[config.mk]
export PLATFORM = sky130hd
export DESIGN_NAME = taillight_sequencer
export DESIGN_NICKNAME = d
export VERILOG_FILES = /design/src/rtl/taillight_pkg.sv /design/src/rtl/sync_ff.sv /design/src/rtl/taillight_sequencer.sv
export SDC_FILE = /design/constraint.sdc
export NUM_CORES = 1
export LEC_CHECK = 0
export ABC_AREA = 1
export BUFFER_PORTS_ARGS = -buffer_cell sky130_fd_sc_hd__clkbuf_2
export CAP_MARGIN = 10
export CORE_MARGIN = 5
export CORE_UTILIZATION = 54
export CTS_CLUSTER_SIZE = 12
export DETAILED_ROUTE_END_ITERATION = 7
export GPL_ROUTABILITY_DRIVEN = 0
export HOLD_SLACK_MARGIN = 0.1
export PLACE_DENSITY = 0.76
export SYNTH_ARGS = -nofsm -noshare
export SYNTH_HDL_FRONTEND = slang
export SYNTH_SLANG_ARGS = --single-unit
[constraint.sdc]
create_clock -name in_clock -period 4 [get_ports in_clock]
set_clock_uncertainty 0.15 [all_clocks]
set_input_delay 0.2 -clock in_clock [delete_from_list [all_inputs] [get_ports in_clock]]
set_output_delay 0.2 -clock in_clock [all_outputs]
set_load 0.1 [all_outputs]
[src/rtl/taillight_pkg.sv]
// Shared definitions for the tail-light sequencer.
// Holds the sequencer state encoding, the lamp pattern constants, the
// synchronized-switch bundle and small helpers that map states to lamp patterns.
package taillight_pkg;

  localparam int unsigned LAMP_W = 3;

  typedef enum logic [2:0] {
    ST_IDLE   = 3'd0,
    ST_L1     = 3'd1,
    ST_L2     = 3'd2,
    ST_L3     = 3'd3,
    ST_R1     = 3'd4,
    ST_R2     = 3'd5,
    ST_R3     = 3'd6,
    ST_HAZ_ON = 3'd7
  } state_t;

  localparam logic [LAMP_W-1:0] PAT_OFF = 3'b000;
  localparam logic [LAMP_W-1:0] PAT_1   = 3'b001;
  localparam logic [LAMP_W-1:0] PAT_2   = 3'b011;
  localparam logic [LAMP_W-1:0] PAT_3   = 3'b111;

  // Synchronized switch levels seen by the sequencer logic.
  typedef struct packed {
    logic left;
    logic right;
    logic hazard;
    logic brake;
  } sw_t;

  // True while the left side is displaying a turn sequence.
  function automatic logic is_left_turn(input state_t s);
    return (s == ST_L1) || (s == ST_L2) || (s == ST_L3);
  endfunction

  // True while the right side is displaying a turn sequence.
  function automatic logic is_right_turn(input state_t s);
    return (s == ST_R1) || (s == ST_R2) || (s == ST_R3);
  endfunction

  // Left lamp pattern for a state, before brake is applied.
  function automatic logic [LAMP_W-1:0] left_pattern(input state_t s);
    case (s)
      ST_L1:     return PAT_1;
      ST_L2:     return PAT_2;
      ST_L3:     return PAT_3;
      ST_HAZ_ON: return PAT_3;
      default:   return PAT_OFF;
    endcase
  endfunction

  // Right lamp pattern for a state, before brake is applied.
  function automatic logic [LAMP_W-1:0] right_pattern(input state_t s);
    case (s)
      ST_R1:     return PAT_1;
      ST_R2:     return PAT_2;
      ST_R3:     return PAT_3;
      ST_HAZ_ON: return PAT_3;
      default:   return PAT_OFF;
    endcase
  endfunction

endpackage

[src/rtl/sync_ff.sv]
// Single-bit multi-flop synchronizer with asynchronous active-low clear.
// Ports:
//   in_clock - destination clock
//   reset_n  - asynchronous active-low clear of every stage
//   d        - asynchronous input
//   q        - synchronized output, DEPTH cycles behind d
module sync_ff #(
  parameter int unsigned DEPTH = 2
) (
  input  logic in_clock,
  input  logic reset_n,
  input  logic d,
  output logic q
);

  logic [DEPTH-1:0] chain;

  // Shift the input through DEPTH flops; the oldest stage is the output.
  always_ff @(posedge in_clock or negedge reset_n) begin
    if (!reset_n) begin
      chain <= '0;
    end else begin
      chain <= {chain[DEPTH-2:0], d};
    end
  end

  assign q = chain[DEPTH-1];

endmodule

[src/rtl/taillight_sequencer.sv]
// Tail-light sequencer: left/right turn sweeps, hazard blink and brake overlay.
// Ports:
//   in_clock     - system clock, rising edge
//   reset_n      - asynchronous active-low reset
//   step_tick    - one-cycle step enable (synchronous)
//   left_sw      - left-turn switch (asynchronous)
//   right_sw     - right-turn switch (asynchronous)
//   hazard_sw    - hazard switch (asynchronous)
//   brake_sw     - brake switch (asynchronous)
//   left_lights  - left lamps, bit0 innermost (registered)
//   right_lights - right lamps, bit0 innermost (registered)
//   busy         - high whenever the sequencer is not idle (registered)
module taillight_sequencer
  import taillight_pkg::*;
#(
  parameter int unsigned SYNC_STAGES = 2
) (
  input  logic              in_clock,
  input  logic              reset_n,
  input  logic              step_tick,
  input  logic              left_sw,
  input  logic              right_sw,
  input  logic              hazard_sw,
  input  logic              brake_sw,
  output logic [LAMP_W-1:0] left_lights,
  output logic [LAMP_W-1:0] right_lights,
  output logic              busy
);

  sw_t    sw;
  state_t state;
  state_t state_nxt;
  logic [LAMP_W-1:0] left_nxt;
  logic [LAMP_W-1:0] right_nxt;

  // Switch synchronizers; nothing downstream sees the raw inputs.
  sync_ff #(.DEPTH(SYNC_STAGES)) u_sync_left (
    .in_clock (in_clock),
    .reset_n  (reset_n),
    .d        (left_sw),
    .q        (sw.left)
  );

  sync_ff #(.DEPTH(SYNC_STAGES)) u_sync_right (
    .in_clock (in_clock),
    .reset_n  (reset_n),
    .d        (right_sw),
    .q        (sw.right)
  );

  sync_ff #(.DEPTH(SYNC_STAGES)) u_sync_hazard (
    .in_clock (in_clock),
    .reset_n  (reset_n),
    .d        (hazard_sw),
    .q        (sw.hazard)
  );

  sync_ff #(.DEPTH(SYNC_STAGES)) u_sync_brake (
    .in_clock (in_clock),
    .reset_n  (reset_n),
    .d        (brake_sw),
    .q        (sw.brake)
  );

  // Next-state decode; the state only moves on a step tick.
  always_comb begin
    state_nxt = state;
    if (step_tick) begin
      case (state)
        ST_IDLE: begin
          if (sw.hazard || (sw.left && sw.right)) begin
            state_nxt = ST_HAZ_ON;
          end else if (sw.left) begin
            state_nxt = ST_L1;
          end else if (sw.right) begin
            state_nxt = ST_R1;
          end
        end
        ST_L1:     state_nxt = sw.hazard ? ST_HAZ_ON : ST_L2;
        ST_L2:     state_nxt = sw.hazard ? ST_HAZ_ON : ST_L3;
        ST_L3:     state_nxt = sw.hazard ? ST_HAZ_ON : ST_IDLE;
        ST_R1:     state_nxt = sw.hazard ? ST_HAZ_ON : ST_R2;
        ST_R2:     state_nxt = sw.hazard ? ST_HAZ_ON : ST_R3;
        ST_R3:     state_nxt = sw.hazard ? ST_HAZ_ON : ST_IDLE;
        ST_HAZ_ON: state_nxt = ST_IDLE;
        default:   state_nxt = ST_IDLE;
      endcase
    end
  end

  // Lamp decode from the next state so pattern and state update together;
  // brake fills any side that is not sweeping a turn.
  always_comb begin
    left_nxt  = left_pattern(state_nxt);
    right_nxt = right_pattern(state_nxt);
    if (sw.brake) begin
      if (!is_left_turn(state_nxt)) begin
        left_nxt = PAT_3;
      end
      if (!is_right_turn(state_nxt)) begin
        right_nxt = PAT_3;
      end
    end
  end

  // State and registered outputs.
  always_ff @(posedge in_clock or negedge reset_n) begin
    if (!reset_n) begin
      state        <= ST_IDLE;
      left_lights  <= PAT_OFF;
      right_lights <= PAT_OFF;
      busy         <= 1'b0;
    end else begin
      state        <= state_nxt;
      left_lights  <= left_nxt;
      right_lights <= right_nxt;
      busy         <= (state_nxt != ST_IDLE);
    end
  end

endmodule

### Word level (Yosys, flattened, before mapping)

Cells that the tools add are included.

* equal/unequal tests: 14
* multiplexer cells: 16
* reduce and logical (&&, ||, !) cells: 11

Operator list (number)
* $mux W3: 11
* $eq A3 B3 Y1 const B: 8
* $pmux W3 S7: 1
* $pmux W3 S3: 2
* $eq A3 B2 Y1 const B: 4
* $eq A3 B1 Y1 const B: 2
* $reduce_or A2 Y1: 3
* $logic_or A1 B1 Y1: 5
* $logic_not A3 Y1: 1
* $reduce_bool A3 Y1: 1
* $mux W2: 1
* $logic_and A1 B1 Y1: 1
* $mux W1: 1

* register bits after elaboration: 18
* input port bits: 7
* output and inout bits: 7
* word-level logic and storage cells: 49

### Depth between registers and ports, before layout

Gate-level depths: netlist of run 1.

* word-level depth: 10
* gate-level depth with buffers: 10
* depth with buffers taken out: 10

### By module

From an unflattened synthesis of run 1, not the netlist that was laid out.

* cells, all modules: 72
* area, all modules: 703.2 um^2

By module, submodules not included
* taillight_sequencer: instances 1, cells each 64, area each 503.0 um^2, seq. area each 250.2 um^2
* sync_ff: instances 4, cells each 2, area each 50.0 um^2, seq. area each 50.0 um^2

### Least setup slack after synthesis of run 1

OpenSTA, ideal clock, no wires.

* path type: register -> register
* from: register u_sync_hazard.chain[1]
* to: register right_lights[1]
* setup time: 0.125 ns
* data arrival time: 1.099 ns
* data required time: 3.725 ns
* setup slack: 2.625 ns
* stages on the path, launching flop included: 8
* buffers on the path: 0
* period minus slack after synthesis: 1.375 ns
* path through: dfrtp_1 or2_1 nor2_2 nor2_2 nor2_4 inv_2 nor2_2 a21oi_1

* cells in the longest elaborated chain, start to end: 9
* elaborated cells between the ends (all ways): 19
* classes of those cells: eq/ne: 4; mux: 11; reduce/logical: 4

RTL lines
* from (decl): RTL line sync_ff.sv:16 `logic [DEPTH-1:0] chain;`
* from (signal assigned): RTL line sync_ff.sv:23 `chain <= {chain[DEPTH-2:0], d};`
* $logic_or A1 B1 Y1: RTL line taillight_sequencer.sv:71 `if (sw.hazard || (sw.left && sw.right)) begin`
* $mux W3: RTL line taillight_sequencer.sv:71
* $pmux W3 S7 *: RTL line taillight_sequencer.sv:69 `case (state)`
* $mux W3 *: RTL line taillight_sequencer.sv:68 `if (step_tick) begin`
* via state_nxt[0]: RTL line taillight_sequencer.sv:32 `state_t state_nxt;`
* $eq A3 B3 Y1, on equally long branches: RTL line taillight_pkg.sv:39, taillight_pkg.sv:55
* $reduce_or A2 Y1 (no source line) or $logic_or A1 B1 Y1 (tied branches)
* $pmux W3 S3 or $logic_or A1 B1 Y1 (tied branches): RTL line taillight_pkg.sv:55, taillight_pkg.sv:39
* $mux W3: RTL line taillight_sequencer.sv:100 `if (!is_right_turn(state_nxt)) begin`
* $mux W3 *: RTL line taillight_sequencer.sv:96 `if (sw.brake) begin`
* via right_nxt[1]: RTL line taillight_sequencer.sv:34 `logic [LAMP_W-1:0] right_nxt;`
* to (signal assigned): RTL line taillight_sequencer.sv:116 `right_lights <= right_nxt;`
* to (decl): RTL line taillight_sequencer.sv:26 `output logic [LAMP_W-1:0] right_lights,`

The timed path passes the listed nets; every way through them passes the cells marked *.

### Worst setup path after layout of run 1

* from: register state[0]
* to: register right_lights[1]

* cells in the longest elaborated chain, start to end: 10
* elaborated cells between the ends (all ways): 24
* classes of those cells: eq/ne: 11; mux: 8; reduce/logical: 5

RTL lines
* from (decl): RTL line taillight_sequencer.sv:31 `state_t state;`
* from (signal assigned): RTL line taillight_sequencer.sv:114 `state <= state_nxt;`
* $mux W3: RTL line taillight_sequencer.sv:75 `end else if (sw.right) begin`
* $mux W3: RTL line taillight_sequencer.sv:73 `end else if (sw.left) begin`
* $mux W3: RTL line taillight_sequencer.sv:71
* $pmux W3 S7: RTL line taillight_sequencer.sv:69
* $mux W3 *: RTL line taillight_sequencer.sv:68
* via state_nxt[0]: RTL line taillight_sequencer.sv:32
* $eq A3 B3 Y1, on equally long branches: RTL line taillight_pkg.sv:39, taillight_pkg.sv:55
* $reduce_or A2 Y1 (no source line) or $logic_or A1 B1 Y1 (tied branches)
* $pmux W3 S3 or $logic_or A1 B1 Y1 (tied branches): RTL line taillight_pkg.sv:55, taillight_pkg.sv:39
* $mux W3: RTL line taillight_sequencer.sv:100
* $mux W3 *: RTL line taillight_sequencer.sv:96
* via right_nxt[1]: RTL line taillight_sequencer.sv:34

Marked as above.

==> metrics.txt, run 1 <==
status=completed; first-pass GRT wire length=2007 um; Synth Register Bits=18; critical path type=flip-flop to flip-flop; Die X=46.09 um; Post-DRT Antenna Nets=0; # IOs=14; biggest area consumer among synthesized cells=dfrtp_1; First DRT Iteration DRCs=7; Tightest Pin Transition=0.5423 ns; RSZ-0062 raised after global routing=no; diode count=0; Static Leak=0.4470 nW; setup slack after layout=2.495 ns; CTS Buffer Depth=2; Via-to-Cell Ratio=4.734; Cells after Synth=72; Top cell by count, worst path=nor2_2; Arr. time, crit path=1.52 ns; Synth Area in Simple Gates=28.29%; Setup TNS=0 ns; post-route clock period utilization=37.61%; Peak VDD IR=0.3645 mV; multiplexer share of the synthesized area=0%; Die Area=2124 um^2; Slew headroom=64.00%; commonest cells after routing, fill and taps aside=nand2_1, dfrtp_1, clkbuf_2, nor2_1; Rows=13; Clock Sinks=18; vias=516; grt met1 use=16.67%; Min-Delay Path Class=primary input to flip-flop; Finished Cell Area=873.3 um^2; Adder-Cell Fraction of Synth Area=0%; Worst setup SP type=flip-flop; Layout area overhead=24.20%; Seq/Total Area, Yosys=64.06%; top cell type's share of synthesized area=64.06%; H-tree Lvls=1; starting density of the core=55.42%; CTS tree=yes; CTS Root Cell=clkbuf_4; met2 Usage GRT=21.43%; power per cell area=655.8 nW/um^2; Syn Std Cell Area=703.2 um^2; final hold violation count=0; Placement Cell Area=787.0 um^2; largest family of logic cells by synthesized area=simple AND/OR/NAND/NOR gates; DP Worst Slack=2.508 ns; layout filler cell count=90; max_cap viols=0; WL per Instance=10.41 um; complex-gate fraction of the synthesized area=2.847%; worst-path fanout max=4; core area=1269 um^2; antenna violations before repair=0; CP Cell Sequence=nor2_1 > nand2_2 > nor2_2 > nor2_2 > nor2_4 > inv_2 > nor2_2 > a21oi_1; vias in the first global route=522; area of the multi-input gates=219.0 um^2; fraction of layout cells with a size suffix above 1=29.79%; post-synth cell types=14; most common cell after layout, fill and taps aside=nand2_1; setup violators final=0; # nets final=102; synth top area cells=dfrtp_1, nand2_1, nor2_1, nand3b_1, inv_1; total track usage=13.68%; drt pass-1 iters=4; post-CTS sizing=0; Residual DRC=0; Worst path max stage delay=0.43 ns; fin. max-slew vios=0; total grt overflow=0; XOR/XNOR share of the synthesized area=0%; layer with the highest usage=met2; worst endpoint required time=4.02 ns; FF+latch area=450.4 um^2; CTS clk-pin slew, worst paths=0.09 ns; Routed WL=1135 um; syn_nets=79; fin crit period=1.505 ns; pin count of the biggest net entering global routing=19; GR Layer Usage met3=2.734%; crit end category=flip-flop; Die Span Y=46.09 um; Synth Warn #=0; PortBufs=13; Avg Cell Area, Syn=9.766 um^2; clock latency on the worst-skew pair=0.28 ns; hpwl dp=844.6 um; slowest stage cell, crit path=dfrtp_1; CTS buffer count=3; FMAX=664.6 MHz
-- synthesized netlist by cell type --
master    number
nor2_2         3
nand3b_1       3
nand3_1        3
inv_2          4
dfrtp_1       18
o21ai_0        1
nor2_1         7
nand2_1       20
a21oi_1        3
nand2_4        1
inv_1          5
or2_1          1
nor2_4         1
nand2_2        2
-- routing by layer --
layer  part of all wire (%)  up-vias  wire (um)
li1                       -      265          -
met1                     44      237        497
met2                     50       12        571
met3                    4.7        2         53
met4                    1.1        0         12
met5                      0        -          0
-- report_power, final --
| group | switching, W | total, W | internal, W | leakage (nW) |
|---|---|---|---|---|
| clock network | 0.0000485 | 0.000104 | 0.0000553 | 0.0210 |
| logic | 0.000198 | 0.000244 | 0.0000456 | 0.223 |
| registers | 0.0000145 | 0.000225 | 0.000210 | 0.203 |
| total | 0.000261 | 0.000573 | 0.000311 | 0.447 |
-- logic make-up after synthesis --
| group | after synthesis |
|---|---|
| simple gates | 41 |
| buf+inv | 9 |
| flops | 18 |
| compound gates | 4 |
-- sequential cells by signal (all words and copies together) (netlist names) --
name                 count
u_sync_left.chain        2
busy                     1
state                    3
left_lights              3
u_sync_right.chain       2
u_sync_hazard.chain      2
u_sync_brake.chain       2
right_lights             3
-- area by class of cell --
cell class	count	area share (%)
clock buffers	4	4.155
inverters	9	3.868
multi-input cells	45	25.07
flip-flops and latches	18	51.58
well taps	15	2.149
repair buffers	18	13.18
-- per-stage QoR --
step                instances  total power [W]  utilization (%)  hold WS (ns)
floorplan                  72        0.0004276                -       -0.2456
global placement          100        0.0004658            62.03     -0.001511
finish                    109        0.0005728            68.84        0.1268
global route              109        0.0006049            68.84        0.1378
detailed placement        100        0.0004674            62.03     -0.001588
CTS                       109        0.0005771            68.84        0.1102
-- critical path: cells and delay by family, from the launching register on --
kind | cells | cell delay [ns]
flip-flops | 1 | 0.43
AO/OA/AOI/OAI | 1 | 0.08
buffers and inverters | 1 | 0.07
AND/OR/NAND/NOR | 6 | 0.67
-- final timing paths --
path	startpoint	endpoint	slack (ns)	depth (start not counted)
worst max-delay path	state[0]	right_lights[1]	2.50	8
worst min-delay path	step_tick	state[2]	0.13	3
worst max register to register	state[0]	right_lights[1]	2.50	8
worst min register to register	u_sync_hazard.chain[0]	u_sync_hazard.chain[1]	0.22	0
max in group asynchronous	reset_n	u_sync_hazard.chain[1]	3.19	2
min in group asynchronous	reset_n	u_sync_right.chain[0]	0.22	2
-- timing repair --
| item | 4_1_cts | 5_1_grt |
|---|---|---|
| setup buffers | 0 | 0 |
| hold endpoints to repair | 22 | 0 |
| hold buffers | 5 | 0 |
Note: power is estimated with default switching activity, not from simulation.
==> inputs of run 2 (changes only) <==
--- a/config.mk
+++ b/config.mk
@@ -9,12 +9,12 @@
 export BUFFER_PORTS_ARGS = -buffer_cell sky130_fd_sc_hd__clkbuf_2
 export CAP_MARGIN = 10
 export CORE_MARGIN = 5
-export CORE_UTILIZATION = 54
+export CORE_UTILIZATION = 50
 export CTS_CLUSTER_SIZE = 12
 export DETAILED_ROUTE_END_ITERATION = 7
 export GPL_ROUTABILITY_DRIVEN = 0
 export HOLD_SLACK_MARGIN = 0.1
-export PLACE_DENSITY = 0.76
+export PLACE_DENSITY = 0.72
 export SYNTH_ARGS = -nofsm -noshare
 export SYNTH_HDL_FRONTEND = slang
 export SYNTH_SLANG_ARGS = --single-unit
==> constraint.sdc (replaced) <==
create_clock -name in_clock -period 1.55 [get_ports in_clock]
set_clock_uncertainty 0.15 [all_clocks]
set_input_delay 0.0775 -clock in_clock [delete_from_list [all_inputs] [get_ports in_clock]]
set_output_delay 0.0775 -clock in_clock [all_outputs]
set_load 0.1 [all_outputs]
==> metrics.txt, run 2 (synthesized netlist as in run 1, its figures left out) <==
Clock Sinks=18 (unchanged); Crit path max-delay family=simple AND/OR/NAND/NOR gates; Via-to-Cell Ratio=4.784 (+1.1%); crit end category=flip-flop; vias in the first global route=516 (-1.1%); starting density of the core=53.37% (-2.1 points); hpwl dp=913.3 um (+8.1%); Die X=47.50 um (+3.1%); Static Leak=0.4532 nW (+1.4%); # nets final=105 (+2.9%); fin crit period=1.496 ns (-0.008362 ns); fraction of layout cells with a size suffix above 1=36.46% (+6.7 points); diode count=0 (unchanged); total grt overflow=0 (unchanged); post-route clock period utilization=96.53% (+59 points); FMAX=668.4 MHz (+0.56%); Worst path max stage delay=0.44 ns (about the same); max_cap viols=0 (unchanged); slowest stage cell, crit path=dfrtp_2; CTS Root Cell=clkbuf_4; Total Power=0.001470 W (+160%); Worst setup SP type=flip-flop; WL per Instance=11.27 um (+8.2%); largest registers=left_lights x3, right_lights x3, state x3; CP Cell Sequence=or2_1 > nor2_2 > nor2_2 > nor2_4 > nand2_1 > nand2_1 > nand3b_1; final hold violation count=0 (unchanged); first-pass GRT wire length=2145 um (+6.9%); worst-path fanout max=5 (+1); Die Area=2256 um^2 (+6.2%); CTS clk-pin slew, worst paths=0.09 ns (about the same); Routed WL=1251 um (+10%); critical path type=flip-flop to flip-flop; Peak VDD IR=1.142 mV (+210%); Post-DRT Antenna Nets=0 (unchanged); core area=1318 um^2 (+3.8%); Tightest Pin Transition=0.5407 ns (-0.001681 ns); drt pass-1 iters=3 (-1); clock latency on the worst-skew pair=0.28 ns (about the same); Arr. time, crit path=1.51 ns (about the same); pin count of the biggest net entering global routing=19 (unchanged); setup violators final=0 (unchanged); First DRT Iteration DRCs=1 (-6); total track usage=13.86% (+0.18 points); antenna violations before repair=0 (unchanged); Rows=13 (unchanged); Slew headroom=64.11% (+0.11 points); vias=531 (+2.9%); status=completed; commonest cells after routing, fill and taps aside=nand2_1, dfrtp_1, clkbuf_2, dlygate4sd3_1; CTS buffer count=3 (unchanged); Min-Delay Path Class=primary input to asynchronous set/reset pin; setup slack after layout=0.05379 ns (-2.442 ns); fin. max-slew vios=0 (unchanged); Die Span Y=47.50 um (+3.1%); CTS Buffer Depth=2 (unchanged); # IOs=14 (unchanged); CTS tree=yes; Layout area overhead=29.18%; worst endpoint required time=1.57 ns (-2.45 ns); power per cell area=1619 nW/um^2 (+150%); RSZ-0062 raised after global routing=yes; layout filler cell count=99 (+10%); H-tree Lvls=1 (unchanged); worst path buffer plus inverter count=0 (-1); Residual DRC=0 (unchanged); PortBufs=13 (unchanged); final hold slack=0.09773 ns (-0.02905 ns); DP Worst Slack=0.06073 ns (-2.448 ns)
[run 2: power by group]
group	switching, W	internal [W]	total [W]	leakage, nW
logic	0.000534	0.000142	0.000677	0.237
clock network	0.000120	0.0000899	0.000210	0.0138
registers	0.0000400	0.000543	0.000583	0.202
total	0.000695	0.000776	0.00147	0.453
[run 2: final cells by class]
class | instances | area (um^2) | area share [%]
Clock buffer | 3 | 22.52 | 2.479
Multi-Input combinational cell | 45 | 236.5 | 26.03
Timing Repair Buffer | 21 | 140.1 | 15.43
Sequential cell | 18 | 451.7 | 49.72
Inverter | 9 | 38.79 | 4.270
Tap cell | 15 | 18.77 | 2.066
[run 2: final timing paths]
path                                          end  slack, ns                   start  cells past startpoint
min in group in_clock       u_sync_right.chain[1]       0.21   u_sync_right.chain[0]                      0
max reg2reg                        left_lights[0]       0.05  u_sync_hazard.chain[1]                      7
min                               right_lights[1]        0.1                 reset_n                      2
max in group asynchronous  u_sync_hazard.chain[1]       0.83                 reset_n                      2
max                                left_lights[0]       0.05  u_sync_hazard.chain[1]                      7
min reg2reg                 u_sync_right.chain[1]       0.21   u_sync_right.chain[0]                      0
[run 2: through the flow]
| step | util, % | cells | TNS (ns) | instance area, um^2 |
|---|---|---|---|---|
| floorplan | - | 72 | 0 | 703.2 |
| global placement | 59.73 | 100 | 0 | 787.0 |
| detailed placement | 59.73 | 100 | 0 | 787.0 |
| CTS | 66.00 | 109 | 0 | 869.6 |
| global route | 68.95 | 111 | -0.1110 | 908.4 |
| finish | 68.95 | 111 | 0 | 908.4 |
[run 2: timing repair]
| action | 4_1_cts | 5_1_grt |
|---|---|---|
| resized for setup | 0 | 10 |
| endpoints found under the setup margin | 0 | 7 |
| hold buffers | 6 | 0 |
| setup buffers | 0 | 2 |
| hold endpoints to repair | 26 | 0 |
[run 2: layer usage]
layer | vias to the layer above | part of all wire [%] | GRT usage [%]
met3 | 4 | 4.2 | 3.383
met2 | 12 | 51 | 21.93
met5 | - | 0 | 0
li1 | 268 | - | -
met1 | 247 | 43 | 18.58
met4 | 0 | 2.2 | 4.972
